$ cat src/rtl/ram_arbiter.sv
// ram_arbiter: two-port arbiter and sequencer in front of a single-port RAM.
//
// M0 is the instruction-fetch port and M1 is the data load/store port.
// Accesses are serialised through a three-state sequence:
//   IDLE -> ACC -> RESP -> IDLE
// so at most one access completes every three cycles.
//
// Each requester holds req and its command until it sees a one-cycle ack.
// Read data is captured into a per-port register. That register keeps its
// value until the same port's next successful read.
// An address >= DEPTH is not sent to the RAM. Such an access still returns
// ack, with err set, and its timing matches a normal access.
//
// Optional feature (macro RAM_ARB_RR_EN):
//   defined   - round-robin on simultaneous requests. The port that did
//               not win the previous grant wins the tie.
//   undefined - fixed priority, M1 over M0.
//
// Ports:
//   clk, reset_n                 clock, asynchronous active-low reset
//   m0_req/wen/addr/wdata        M0 command inputs
//   m0_ack/err/rdata             M0 completion pulse, range error, read data
//   m1_*                         same set for M1
//   ram_cen/wen/addr/wdata       registered RAM command outputs
//   ram_rdata                    RAM read data, only meaningful during ACC
//   busy                         high whenever the sequencer is not IDLE
module ram_arbiter #(
  parameter int DW    = 16,
  parameter int DEPTH = 256
) (
  input  logic          clk,
  input  logic          reset_n,
  input  logic          m0_req,
  input  logic          m0_wen,
  input  logic [DW-1:0] m0_addr,
  input  logic [DW-1:0] m0_wdata,
  output logic          m0_ack,
  output logic          m0_err,
  output logic [DW-1:0] m0_rdata,
  input  logic          m1_req,
  input  logic          m1_wen,
  input  logic [DW-1:0] m1_addr,
  input  logic [DW-1:0] m1_wdata,
  output logic          m1_ack,
  output logic          m1_err,
  output logic [DW-1:0] m1_rdata,
  output logic          ram_cen,
  output logic          ram_wen,
  output logic [DW-1:0] ram_addr,
  output logic [DW-1:0] ram_wdata,
  input  logic [DW-1:0] ram_rdata,
  output logic          busy
);

  typedef enum logic [1:0] {IDLE, ACC, RESP} state_t;

  // One extra bit so DEPTH == 2**DW still compares correctly.
  localparam logic [DW:0] DEPTH_W = (DW+1)'(DEPTH);

  state_t state, next_state;

  logic          owner;      // 0 = M0, 1 = M1
  logic          lat_wen;
  logic          lat_err;
  logic          grant_m1;
  logic          sel_wen;
  logic [DW-1:0] sel_addr;
  logic [DW-1:0] sel_wdata;
  logic          sel_oor;

`ifdef RAM_ARB_RR_EN
  logic last_owner;
`endif

  // Winner selection, only acted on in IDLE.
  always_comb begin
    grant_m1 = m1_req;
`ifdef RAM_ARB_RR_EN
    if (m0_req && m1_req) grant_m1 = ~last_owner;
`endif
    sel_wen   = grant_m1 ? m1_wen   : m0_wen;
    sel_addr  = grant_m1 ? m1_addr  : m0_addr;
    sel_wdata = grant_m1 ? m1_wdata : m0_wdata;
    sel_oor   = ({1'b0, sel_addr} >= DEPTH_W);
  end

  always_ff @(posedge clk or negedge reset_n) begin
    if (!reset_n) state <= IDLE;
    else          state <= next_state;
  end

  always_comb begin
    next_state = state;
    case (state)
      IDLE:    if (m0_req || m1_req) next_state = ACC;
      ACC:     next_state = RESP;
      RESP:    next_state = IDLE;   // reqs are deliberately not sampled here
      default: next_state = IDLE;
    endcase
  end

  assign busy = (state != IDLE);

  always_ff @(posedge clk or negedge reset_n) begin
    if (!reset_n) begin
      owner     <= 1'b0;
      lat_wen   <= 1'b0;
      lat_err   <= 1'b0;
      ram_cen   <= 1'b0;
      ram_wen   <= 1'b0;
      ram_addr  <= '0;
      ram_wdata <= '0;
      m0_ack    <= 1'b0;
      m0_err    <= 1'b0;
      m1_ack    <= 1'b0;
      m1_err    <= 1'b0;
      m0_rdata  <= '0;
      m1_rdata  <= '0;
    end else begin
      // Strobes default low so each lasts exactly one cycle.
      m0_ack  <= 1'b0;
      m0_err  <= 1'b0;
      m1_ack  <= 1'b0;
      m1_err  <= 1'b0;
      ram_cen <= 1'b0;
      ram_wen <= 1'b0;
      case (state)
        IDLE: begin
          if (m0_req || m1_req) begin
            owner     <= grant_m1;
            lat_wen   <= sel_wen;
            lat_err   <= sel_oor;
            ram_addr  <= sel_addr;
            ram_wdata <= sel_wdata;
            // An out-of-range access never enables the RAM.
            ram_cen   <= ~sel_oor;
            ram_wen   <= sel_wen & ~sel_oor;
          end
        end
        ACC: begin
          // ram_rdata is only driven during ACC, so it is captured at the
          // edge that closes ACC.
          if (!lat_wen && !lat_err) begin
            if (owner) m1_rdata <= ram_rdata;
            else       m0_rdata <= ram_rdata;
          end
          if (owner) begin
            m1_ack <= 1'b1;
            m1_err <= lat_err;
          end else begin
            m0_ack <= 1'b1;
            m0_err <= lat_err;
          end
        end
        default: ;
      endcase
    end
  end

`ifdef RAM_ARB_RR_EN
  // After reset this points at M1, so M0 wins the first tie.
  always_ff @(posedge clk or negedge reset_n) begin
    if (!reset_n)                             last_owner <= 1'b1;
    else if (state == IDLE && (m0_req || m1_req)) last_owner <= grant_m1;
  end
`endif

endmodule
$ cat config.mk
export PLATFORM = sky130hd
export DESIGN_NAME = ram_arbiter
export DESIGN_NICKNAME = d
export VERILOG_FILES = /design/src/rtl/ram_arbiter.sv
export SDC_FILE = /design/constraint.sdc
export NUM_CORES = 1
export LEC_CHECK = 0
export CAP_MARGIN = 30
export CORE_ASPECT_RATIO = 0.6
export CORE_UTILIZATION = 41
export CTS_CLUSTER_SIZE = 40
export DETAILED_ROUTE_END_ITERATION = 6
export PLACE_DENSITY = 0.79
export SYNTH_ARGS = -nofsm -noshare
export SYNTH_HDL_FRONTEND = slang
export SYNTH_SLANG_ARGS = --single-unit
export TNS_END_PERCENT = 20
$ cat constraint.sdc
create_clock -name clk -period 2.9 [get_ports clk]
set_input_delay 0.87 -clock clk [delete_from_list [all_inputs] [get_ports clk]]
set_output_delay 0.87 -clock clk [all_outputs]
set_load 0.02 [all_outputs]
==> flow_metrics.py <==
metrics = {
    "outcome": {
        "outcome": "finished clean",
    },
    "worst_setup_path": {
        "worstPathArrival_ns": 1.55,
        "critical_path.endpoint_type": "primary output",
        "critical_path.reg2reg.startpoint": "state[0]$_DFFE_PN0P_",
        "timing.rr.end": "ram_wdata[2]$_DFFE_PN0P_",
        "cp_data_required_time_ns": 2.03,
        "critPathKind": "flop to primary output",
        "worst_reg2reg_path_depth": 4,
        "setup_slack_on_the_worst_flop_to_flop_path_ns": 1.01,
        "worst_setup_sp_type": "flop",
        "path_max_fanout": 4,
    },
    "route": {
        "number_of_drc_violations_after_detailed_routing_iteration_0": 60,
        "post_drt_via_cell_ratio": 4.75,
        "routed_wirelength_um": 7590,
        "drt_pre_antenna_iters": 6,
        "post_drt_wl_per_cell_um": 15.9,
        "drt_drc_violations_left": 0,
        "final_antenna_net_count": 0,
        "num_vias": 2268,
    },
    "placement": {
        "place_ws_ns": 0.253,
        "placement.io_buffers": 156,
        "globalplace.congestion": 0.715,
        "place.detailed.hpwl_um": 5630,
    },
    "clocking": {
        "cts_resized": 0,
        "clock-root-buffer": "clkbuf_16",
        "cts.clk_slew.worst_paths_ns": 0.06,
        "worst_skew_late_latency_ns": 0.32,
        "cts_inserted_buffers": 9,
        "cts-hold-fix-buffers": 0,
        "ctsHtreeMaxLevel": 3,
        "clockBufferDepth": 2,
        "cts_post_setup_buffers_inserted": 0,
        "clock_sinks": 75,
        "clock_tree_from_tritoncts": "yes",
    },
    "worst_hold_path": {
        "hold-path-endpoint": "state[1]$_DFFE_PN0P_",
        "hold_depth": 1,
        "min-delay-start": "state[1]$_DFFE_PN0P_",
        "worstHoldPathType": "flop to flop",
    },
    "sta": {
        "slew_violations": 0,
        "maximum_clock_frequency_mhz": 414,
        "max_slew.worst_pin.slew_ns": 0.906,
        "setup_repair_after_global_routing_missed_its_margin": "false",
        "timing.final.crit_share": 0.834,
        "final_critical_path_setup_slack_ns": 0.482,
        "setup_viol": 0,
        "hold_slack_ns": 0.502,
        "finalClockSkew_ns": 0.00375,
        "fin_tns_setup_ns": 0,
        "timing_hold_violations_final": 0,
        "fin_crit_period_ns": 2.42,
        "slew_headroom": 0.396,
    },
    "die": {
        "rows": 24,
        "fp.dieW_um": 117,
        "floorplan.initialDensity": 0.434,
        "floorplan.core_area_sq_um": 7450,
        "die_area_sq_um": 8250,
        "design.portCount": 157,
        "die_height_um": 70.7,
    },
    "logic_synthesis": {
        "netlist_top_cells_area": "dfrtp_1, mux2_2, buf_6",
        "synth_top_area_share": 0.581,
        "synth_xor_area_frac": 0,
        "synth_area_leader_cell": "dfrtp_1",
        "synth_adder_area_share": 0,
        "synth_cell_type_count": 27,
        "synth_simple_gate_area_share": 0.0372,
        "synth_compound_area_frac": 0.0178,
        "post_synth_mux_area_share": 0.335,
        "synth-seq-cells": 75,
        "synth-seq-area-share": 0.581,
        "synth.net_count": 294,
        "mappedNetlistArea_sq_um": 3230,
        "synth-warning-count": 0,
        "synth_top_family_by_area": "multiplexers",
        "syn_avg_cell_area_sq_um": 15.5,
        "postSynthCellCount": 208,
    },
    "grt": {
        "first_global_vias": 2480,
        "grt_pass1_wl_um": 12000,
        "global_route.overflow_total": 0,
        "grt_antenna_before_repair": 0,
        "grt_start_max_net_pins": 76,
        "global_routing_usage_summed_across_all_routing_layers": 0.193,
    },
    "power_and_ir_drop": {
        "power.leakage_nw": 2.14,
        "p_per_area_nw_per_um2": 863,
        "worst_ir_drop_vdd_mv": 0.478,
    },
    "finish": {
        "fillcell_total": 571,
        "area.growth.synth_to_final_pct": 61.0,
        "num_antenna_cells": 0,
        "nets": 454,
        "post_route_cells_drive_above_1_share": 0.327,
        "mostFrequentLayoutCells": "clkdlybuf4s50_1, mux2_2, dfrtp_1",
        "share_of_the_core_filled_with_cells": 0.698,
        "mostFrequentLayoutCell": "clkdlybuf4s50_1",
    },
    "job": {
        "cap_viol_max_count": 0,
    },
}
## per-stage QoR
step           cell area (sq um)  instances  total power (W)
6_report                    5200        477          0.00449
5_1_grt                     5200        477          0.00470
3_3_place_gp                4850        461          0.00320
3_5_place_dp                4850        461          0.00324
2_1_floorplan               3230        208          0.00244
4_1_cts                     5200        477          0.00454
## power by group
part / switching [W] / internal, W / total (W)
Clock: 0.000432 / 0.000847 / 0.00128
Sequential: 0.000159 / 0.00135 / 0.00151
Combinational: 0.000773 / 0.000924 / 0.00170
Total: 0.00136 / 0.00312 / 0.00449
## cell usage after synthesis (all sizes together)
cell,number
mux2,96
or4,1
a21oi,1
and3,1
nand2,3
and3b,1
a2111oi,1
nor3b,1
o21ai,1
a32oi,1
or4b,2
and2b,1
buf,9
nor2,3
and2,2
and4,1
dfrtp,75
nor2b,1
o41ai,1
o22ai,1
a22o,1
inv,4
## flip-flops by register name (all words and copies together) (netlist names), 2 cells and up
| name | count |
|---|---|
| ram_addr | 16 |
| m0_rdata | 16 |
| state | 2 |
| m1_rdata | 16 |
| ram_wdata | 16 |
## cells by family after synthesis
| group | after synthesis |
|---|---|
| compound gates | 7 |
| simple gates | 17 |
| flops | 75 |
| mux | 96 |
| buf+inv | 13 |
## how the worst max path moves through the flow
stage                               from                  endpoint  slack, ns  cells after the start
finish              state[0]$_DFFE_PN0P_                      busy       0.48                      3
global placement                  m0_req  ram_wdata[9]$_DFFE_PN0P_       0.31                      4
floorplan                         m1_req  ram_wdata[2]$_DFFE_PN0P_       1.01                      4
detailed placement                m0_req       lat_wen$_DFFE_PN0P_       0.25                      4
global route        state[0]$_DFFE_PN0P_                      busy       0.42                      3
CTS                 state[0]$_DFFE_PN0P_                      busy       0.47                      3
## critical path: stages (launching register included)
cell and delay [ns]:
dfrtp_1 0.41, nor2_2 0.18, inv_1 0.09, clkdlybuf4s50_1 0.56
## final cells by class
cell class / count / area, sq um / area share
Tap cell: 104 / 130 / 0.0250
Clock buffer: 9 / 225 / 0.0433
Multi-Input combinational cell: 120 / 1260 / 0.242
Inverter: 4 / 15.0 / 0.00289
Clock inverter: 7 / 124 / 0.0238
Sequential cell: 75 / 1880 / 0.361
Timing Repair Buffer: 158 / 1570 / 0.302
## layer usage
| metal | up-vias | GRT usage | wire (um) |
|---|---|---|---|
| met5 | - | 0 | 0 |
| met4 | 0 | 0.0689 | 61 |
| met3 | 4 | 0.0703 | 626 |
| met2 | 83 | 0.312 | 3500 |
| met1 | 1105 | 0.240 | 3400 |
| li1 | 1076 | - | - |
Power figures use the tool's default switching activity.
